<file path="src/rtl/hold_dma_copier_pkg.sv">
// rtl/hold_dma_copier_pkg.sv - shared types and defaults for the HOLD/HLDA block-copy engine
// Purpose: FSM state encoding and default bus/length/timeout widths used by
//          hold_dma_copier and its hold timer.
// Ports:   none (package)
package hold_dma_copier_pkg;

  localparam int DEF_ADDR_W       = 16;
  localparam int DEF_DATA_W       = 8;
  localparam int DEF_LEN_W        = 8;
  localparam int DEF_HOLD_TIMEOUT = 255;

  typedef enum logic [2:0] {
    ST_IDLE = 3'd0,
    ST_REQ  = 3'd1,
    ST_RD   = 3'd2,
    ST_WR   = 3'd3,
    ST_REL  = 3'd4
  } state_t;

endpackage

</file>
<file path="src/rtl/hold_dma_copier_hold_timer.sv">
// rtl/hold_dma_copier_hold_timer.sv - HLDA wait counter with clear/count/expire
// Purpose: counts REQ cycles spent waiting for HLDA; expire is high during the
//          TIMEOUT-th waiting cycle so the FSM leaves REQ after exactly TIMEOUT cycles.
// Ports:
//   CLK    in  system clock
//   RST    in  asynchronous active-high reset
//   clr    in  restart count from zero (entry to REQ)
//   en     in  count one waiting cycle
//   expire out current waiting cycle is the last one allowed
module hold_dma_copier_hold_timer #(
  parameter int TIMEOUT = 255
) (
  input  logic CLK,
  input  logic RST,
  input  logic clr,
  input  logic en,
  output logic expire
);

  localparam int CW = $clog2(TIMEOUT + 1);

  logic [CW-1:0] cnt_q;

  always_ff @(posedge CLK or posedge RST) begin
    if (RST) begin
      cnt_q <= '0;
    end else if (clr) begin
      cnt_q <= '0;
    end else if (en && !expire) begin
      cnt_q <= cnt_q + CW'(1);
    end
  end

  // cnt_q holds the number of waiting cycles already completed.
  assign expire = (cnt_q == CW'(TIMEOUT - 1));

endmodule

</file>
<file path="src/rtl/hold_dma_copier.sv">
// rtl/hold_dma_copier.sv - memory-to-memory copier that borrows the bus via HOLD/HLDA
// Purpose: on START latches src/dst/len, raises HOLD, waits for HLDA, then copies
//          one byte every two cycles (RD then WR), releases the bus and pulses DONE.
//          HLDA timeout or HLDA loss mid-copy sets sticky ERR and releases the bus.
// Ports:
//   CLK, RST              clock, asynchronous active-high reset
//   START                 one-cycle request, honoured only in IDLE
//   SRC_ADDR, DST_ADDR    first source/destination address, latched on START
//   LEN                   byte count, latched on START (0 = immediate DONE)
//   BUSY, DONE, ERR       status: busy window, completion pulse, sticky error
//   HOLD, HLDA            bus request to CPU / bus grant from CPU
//   MEM_ADDR, MEM_RE, MEM_WE, MEM_WDATA, MEM_RDATA, BUS_EN   memory bus side
module hold_dma_copier
  import hold_dma_copier_pkg::*;
#(
  parameter int ADDR_W       = DEF_ADDR_W,
  parameter int DATA_W       = DEF_DATA_W,
  parameter int LEN_W        = DEF_LEN_W,
  parameter int HOLD_TIMEOUT = DEF_HOLD_TIMEOUT
) (
  input  logic              CLK,
  input  logic              RST,
  input  logic              START,
  input  logic [ADDR_W-1:0] SRC_ADDR,
  input  logic [ADDR_W-1:0] DST_ADDR,
  input  logic [LEN_W-1:0]  LEN,
  output logic              BUSY,
  output logic              DONE,
  output logic              ERR,
  output logic              HOLD,
  input  logic              HLDA,
  output logic [ADDR_W-1:0] MEM_ADDR,
  output logic              MEM_RE,
  output logic              MEM_WE,
  output logic [DATA_W-1:0] MEM_WDATA,
  input  logic [DATA_W-1:0] MEM_RDATA,
  output logic              BUS_EN
);

  state_t state_q, state_d;
  logic [ADDR_W-1:0] src_q, src_d, dst_q, dst_d, addr_d;
  logic [LEN_W-1:0]  cnt_q, cnt_d;
  logic [DATA_W-1:0] wdata_d;
  logic busy_d, done_d, err_d, hold_d, re_d, we_d;
  logic tmr_clr, tmr_en, tmr_expire;

  hold_dma_copier_hold_timer #(.TIMEOUT(HOLD_TIMEOUT)) u_hold_timer (
    .CLK    (CLK),
    .RST    (RST),
    .clr    (tmr_clr),
    .en     (tmr_en),
    .expire (tmr_expire)
  );

  always_ff @(posedge CLK or posedge RST) begin
    if (RST) begin
      state_q   <= ST_IDLE;
      src_q     <= '0;
      dst_q     <= '0;
      cnt_q     <= '0;
      BUSY      <= 1'b0;
      DONE      <= 1'b0;
      ERR       <= 1'b0;
      HOLD      <= 1'b0;
      MEM_ADDR  <= '0;
      MEM_RE    <= 1'b0;
      MEM_WE    <= 1'b0;
      MEM_WDATA <= '0;
      BUS_EN    <= 1'b0;
    end else begin
      state_q   <= state_d;
      src_q     <= src_d;
      dst_q     <= dst_d;
      cnt_q     <= cnt_d;
      BUSY      <= busy_d;
      DONE      <= done_d;
      ERR       <= err_d;
      HOLD      <= hold_d;
      MEM_ADDR  <= addr_d;
      MEM_RE    <= re_d;
      MEM_WE    <= we_d;
      MEM_WDATA <= wdata_d;
      BUS_EN    <= re_d | we_d;
    end
  end

  // Next-state logic computes the value every output takes in the following
  // cycle, so strobes and address are registered and glitch-free on the bus.
  always_comb begin
    state_d = state_q;
    src_d   = src_q;
    dst_d   = dst_q;
    cnt_d   = cnt_q;
    busy_d  = BUSY;
    done_d  = 1'b0;
    err_d   = ERR;
    hold_d  = HOLD;
    addr_d  = '0;
    re_d    = 1'b0;
    we_d    = 1'b0;
    wdata_d = '0;
    tmr_clr = 1'b0;
    tmr_en  = 1'b0;
    case (state_q)
      ST_IDLE: begin
        if (START) begin
          err_d = 1'b0;
          if (LEN != '0) begin
            src_d   = SRC_ADDR;
            dst_d   = DST_ADDR;
            cnt_d   = LEN;
            hold_d  = 1'b1;
            busy_d  = 1'b1;
            tmr_clr = 1'b1;
            state_d = ST_REQ;
          end else begin
            done_d = 1'b1;
          end
        end
      end
      ST_REQ: begin
        if (HLDA) begin
          addr_d  = src_q;
          re_d    = 1'b1;
          state_d = ST_RD;
        end else if (tmr_expire) begin
          err_d   = 1'b1;
          hold_d  = 1'b0;
          state_d = ST_REL;
        end else begin
          tmr_en = 1'b1;
        end
      end
      ST_RD: begin
        if (!HLDA) begin
          // Grant lost: the byte just read is dropped, nothing is written.
          err_d   = 1'b1;
          hold_d  = 1'b0;
          state_d = ST_REL;
        end else begin
          addr_d  = dst_q;
          we_d    = 1'b1;
          wdata_d = MEM_RDATA;
          state_d = ST_WR;
        end
      end
      ST_WR: begin
        // The write strobe is already on the bus, so this byte is complete
        // whether or not the grant survives the cycle.
        src_d = src_q + ADDR_W'(1);
        dst_d = dst_q + ADDR_W'(1);
        cnt_d = cnt_q - LEN_W'(1);
        if (!HLDA) begin
          err_d   = 1'b1;
          hold_d  = 1'b0;
          state_d = ST_REL;
        end else if (cnt_q == LEN_W'(1)) begin
          hold_d  = 1'b0;
          state_d = ST_REL;
        end else begin
          addr_d  = src_q + ADDR_W'(1);
          re_d    = 1'b1;
          state_d = ST_RD;
        end
      end
      ST_REL: begin
        hold_d = 1'b0;
        if (!HLDA) begin
          done_d  = 1'b1;
          busy_d  = 1'b0;
          state_d = ST_IDLE;
        end
      end
      default: begin
        state_d = ST_IDLE;
      end
    endcase
  end

endmodule

</file>
<file path="config.mk">
export PLATFORM = sky130hd
export DESIGN_NAME = hold_dma_copier
export DESIGN_NICKNAME = d
export VERILOG_FILES = /design/src/rtl/hold_dma_copier_pkg.sv /design/src/rtl/hold_dma_copier_hold_timer.sv /design/src/rtl/hold_dma_copier.sv
export SDC_FILE = /design/constraint.sdc
export NUM_CORES = 1
export LEC_CHECK = 0
export BUFFER_PORTS_ARGS = -buffer_cell sky130_fd_sc_hd__buf_2
export CAP_MARGIN = 20
export CORE_UTILIZATION = 55
export CTS_CLUSTER_DIAMETER = 200
export DETAILED_ROUTE_END_ITERATION = 8
export GPL_TIMING_DRIVEN = 0
export PLACE_DENSITY = 0.84
export SLEW_MARGIN = 10
export SYNTH_ARGS = -nofsm -noshare
export SYNTH_HDL_FRONTEND = slang
export SYNTH_SLANG_ARGS = --single-unit
</file>
<file path="constraint.sdc">
create_clock -name CLK -period 2.7 [get_ports CLK]
set_clock_uncertainty 0.1 [all_clocks]
set_input_delay 0.135 -clock CLK [delete_from_list [all_inputs] [get_ports CLK]]
set_output_delay 0.135 -clock CLK [all_outputs]
set_load 0.01 [all_outputs]
</file>
==> impl_metrics.csv <==
group,metric,value,unit
run,maxCapViolCount,0,
synthesis,ys_types,57,
cells_and_area,nets,658,
clock_network,cts_buffers,9,
floorplanning,rows,31,
grt,grt.overflow.total,0,
drt,via_per_inst,6.09,
clock_network,cts_htree_levels,3,
clock_network,cts_tree,"done",
timing,fin_crit,2.43,ns
floorplanning,core-area,7410,um^2
synthesis,synth_edf_count,0,
clock_network,clockBufferDepth,2,
worst_setup_path,path_delay_family,"buffers and inverters",
timing,rsz0062_at_grt,"no",
synthesis,syn_area,4310,um^2
placement,hpwl,8390,um
drt,wl,12600,um
worst_setup_path,critPathLaunchType,"flop",
timing,finalCritPeriodShare,90.1,%
power,p_sw,2.23,mW
clock_network,cts-root-buf,"clkbuf_8",
floorplanning,die_area,8190,um^2
timing,setup_viol,0,
drt,drc_errors,0,
power,power,5.30,mW
synthesis,synth.net_count,518,
grt,antenna_found_initial,0,
cells_and_area,fin_util,74.5,%
grt,grt_pass1_wl,20400,um
cells_and_area,fillers,540,
worst_setup_path,worst_ep_arrival_time,2.58,ns
cells_and_area,diodes,0,
power,ir_drop,0.000507,V
power,sw_frac_of_total,42.1,%
floorplanning,ios,83,
worst_setup_path,crit_fanout,10,
synthesis,ys_warn_count,0,
placement,place_congestion,0.923,
power,clockPowerShare,17.0,%
grt,track_usage,32.1,%
grt,grt_max_degree,52,
drt,drt-initial-drc-count,433,
placement,placement.io_buffers,82,
worst_setup_path,endpoint_kind,"flop",
timing,worst_pin_slew,0.731,ns
worst_setup_path,slowest_delay,0.58,ns
synthesis,yosysTopAreaCell,"dfrtp_1",
power,p_int,3.07,mW
worst_setup_path,slowest_stage,"buf_1",
floorplanning,fp.dieW,90.5,um
drt,vias,4279,
clock_network,cts-resized-gates,0,
timing,max-slew-margin-rel,51.1,%
synthesis,ys_seq_area_share,47.7,%
hold_path,min_path_type,"primary input to flop",
cells_and_area,drive_gt1_share,22.0,%
worst_setup_path,cp.required,2.85,ns
drt,wl_per_cell,17.9,um
floorplanning,initial_core_util,58.1,%
synthesis,async_flop_share,100,%
run_status,outcome,"finished, violations left",
worst_setup_path,path_cells,"and3b_1, clkbuf_1, buf_2, buf_1, nand3_1, o221a_1",
drt,first_pass_iters,5,
timing,slew_viol_final,0,
power,leakage,2.46,nW
run_status,violations,"negative hold slack",
synthesis,synthTopCellsByArea,"dfrtp_1 (48%), o21ai_0 (4.3%), nor2_1 (4.3%), nand2_1 (3.4%), nor3_1 (3.4%)",
clock_network,worst_skew_pair.late_latency,0.36,ns
clock_network,cts_sinks,82,
power,seqPwrFrac,40.4,%
worst_setup_path,worst-setup-path-type,"flop to flop",
synthesis,post-synth-top-area-fraction,47.7,%
timing,max_freq,0.411,GHz
grt,grt_pass1_vias,4083,
timing,hold_slack,-0.00151,ns
floorplanning,die_height,90.5,um
power,combPwrFrac,42.6,%
clock_network,path_clk_slew,0.09,ns
power,power_density,959,nW/um^2
cells_and_area,area_growth_syn_to_layout,28.3,%
synthesis,synthFlopType,"dfrtp_1",
synthesis,syn_inst,460,
drt,ant_nets,0,
synthesis,ys_seq_elements,82,
timing,final_hold_viol_count,1,
worst_setup_path,path_buf_inv,3,
synthesis,avgSynthCellArea,9.36,um^2
[layer usage]
metal	share of wire (%)	vias to the layer above	global-route usage, %
met1	42	2005	44.6
met4	2.4	0	12.1
met3	9.4	37	4.71
met5	0	-	2.56
li1	-	1962	-
met2	46	275	50.7
[power groups by stage]
stage               combinational [mW]  sequential (mW)  clock, mW
finish                            2.26             2.14      0.900
global route                      2.48             2.19      0.949
CTS                               2.22             2.11      0.896
detailed placement                2.16             2.13          0
global placement                  2.09             2.10          0
floorplan                         1.50             2.06          0
[cells in the mapped netlist, drive strengths merged, types with 4 or more instances]
cell type	n
a311oi	4
dfrtp	82
o211ai	5
ha	6
a22oi	17
o21ai	38
nor3	29
xnor2	11
nand3	21
a221o	6
a211oi	7
a31oi	7
buf	24
and2	10
nand4	7
xor2	4
o311ai	7
a21oi	19
inv	9
o22ai	5
nand2	39
and4	4
clkbuf	8
nor2	50
[area by class of cell]
type,count,area [um^2],area share [%]
buffer,32,180,3.26
clock buffer,11,141,2.56
clock inverter,4,51.3,0.929
inverter,9,36.3,0.657
multi-input combinational,337,2040,36.9
sequential,82,2050,37.2
tap,99,124,2.24
timing repair buffer,129,898,16.3
[path summary, 6_finish.rpt]
kind                                   start                     to  slack, ns  cells after the start
worst max-delay path              state_q[2]               cnt_q[2]       0.27                      6
worst min-delay path            DST_ADDR[10]              dst_q[10]     -0.002                      3
worst max register to register    state_q[2]               cnt_q[2]       0.27                      6
worst min register to register      cnt_q[4]               cnt_q[4]       0.43                      2
max in group asynchronous                RST              src_q[14]       1.67                      4
min in group asynchronous                RST  u_hold_timer.cnt_q[3]       0.24                      3
[per-stage QoR]
stage	instance area, um^2	setup TNS (ns)	setup WS, ns	hold slack [ns]	instances
3_5_place_dp	4870	0	0.325	0.0771	642
4_1_cts	5520	0	0.292	0.00103	703
2_1_floorplan	4310	0	0.357	0.146	460
6_report	5520	0	0.268	-0.00151	703
3_3_place_gp	4840	-47.03	-0.577	0.248	641
5_1_grt	5520	0	0.192	0.0288	703
[tightest hold or removal path, stage by stage]
cell     delay [ns]
buf_2          0.08
o22ai_1        0.07
a21oi_1        0.13
[registers in the layout (all words and copies together) (netlist names)]
signal	cells
BUSY	1
BUS_EN	1
DONE	1
ERR	1
HOLD	1
MEM_ADDR	16
MEM_RE	1
MEM_WDATA	8
MEM_WE	1
cnt_q	8
dst_q	16
src_q	16
state_q	3
u_hold_timer.cnt_q	8
[logic make-up (layout without fill, tap and decap cells)]
group	after synthesis	in the layout	share of synthesized area [%]
and+or+nand+nor	186	186	22.2
DFF	82	82	47.7
muxes	2	2	0.494
xor gates and xnor gates	15	15	3.05
buffers and inverters	41	185	4.97
adders and majority gates	7	7	1.98
AOI/OAI and AO/OA	127	127	19.6
[layout by cell type, fill, tap and decap left out, drive strengths merged, types with 3 or more instances in the layout]
cell type,count
xnor2,11
o211ai,5
nand2,39
xor2,4
nor3b,3
a22oi,17
dlygate4sd3,46
a31oi,7
nand2b,3
a311oi,4
a21oi,19
buf,107
a221o,6
ha,6
o22ai,5
o311ai,7
nor4,3
or3,3
dfrtp,82
clkbuf,19
nand4,7
inv,10
nand3,21
o21ai,38
and3,3
nor3,29
a211oi,7
and4,4
nor2,50
and2,10
[repair_timing]
action | in CTS | in global routing
hold buffers | 46 | 0
endpoints found under the setup margin | 0 | 0
endpoints found under the hold margin | 76 | 0
setup buffers | 0 | 0
Power figures use the tool's default switching activity.
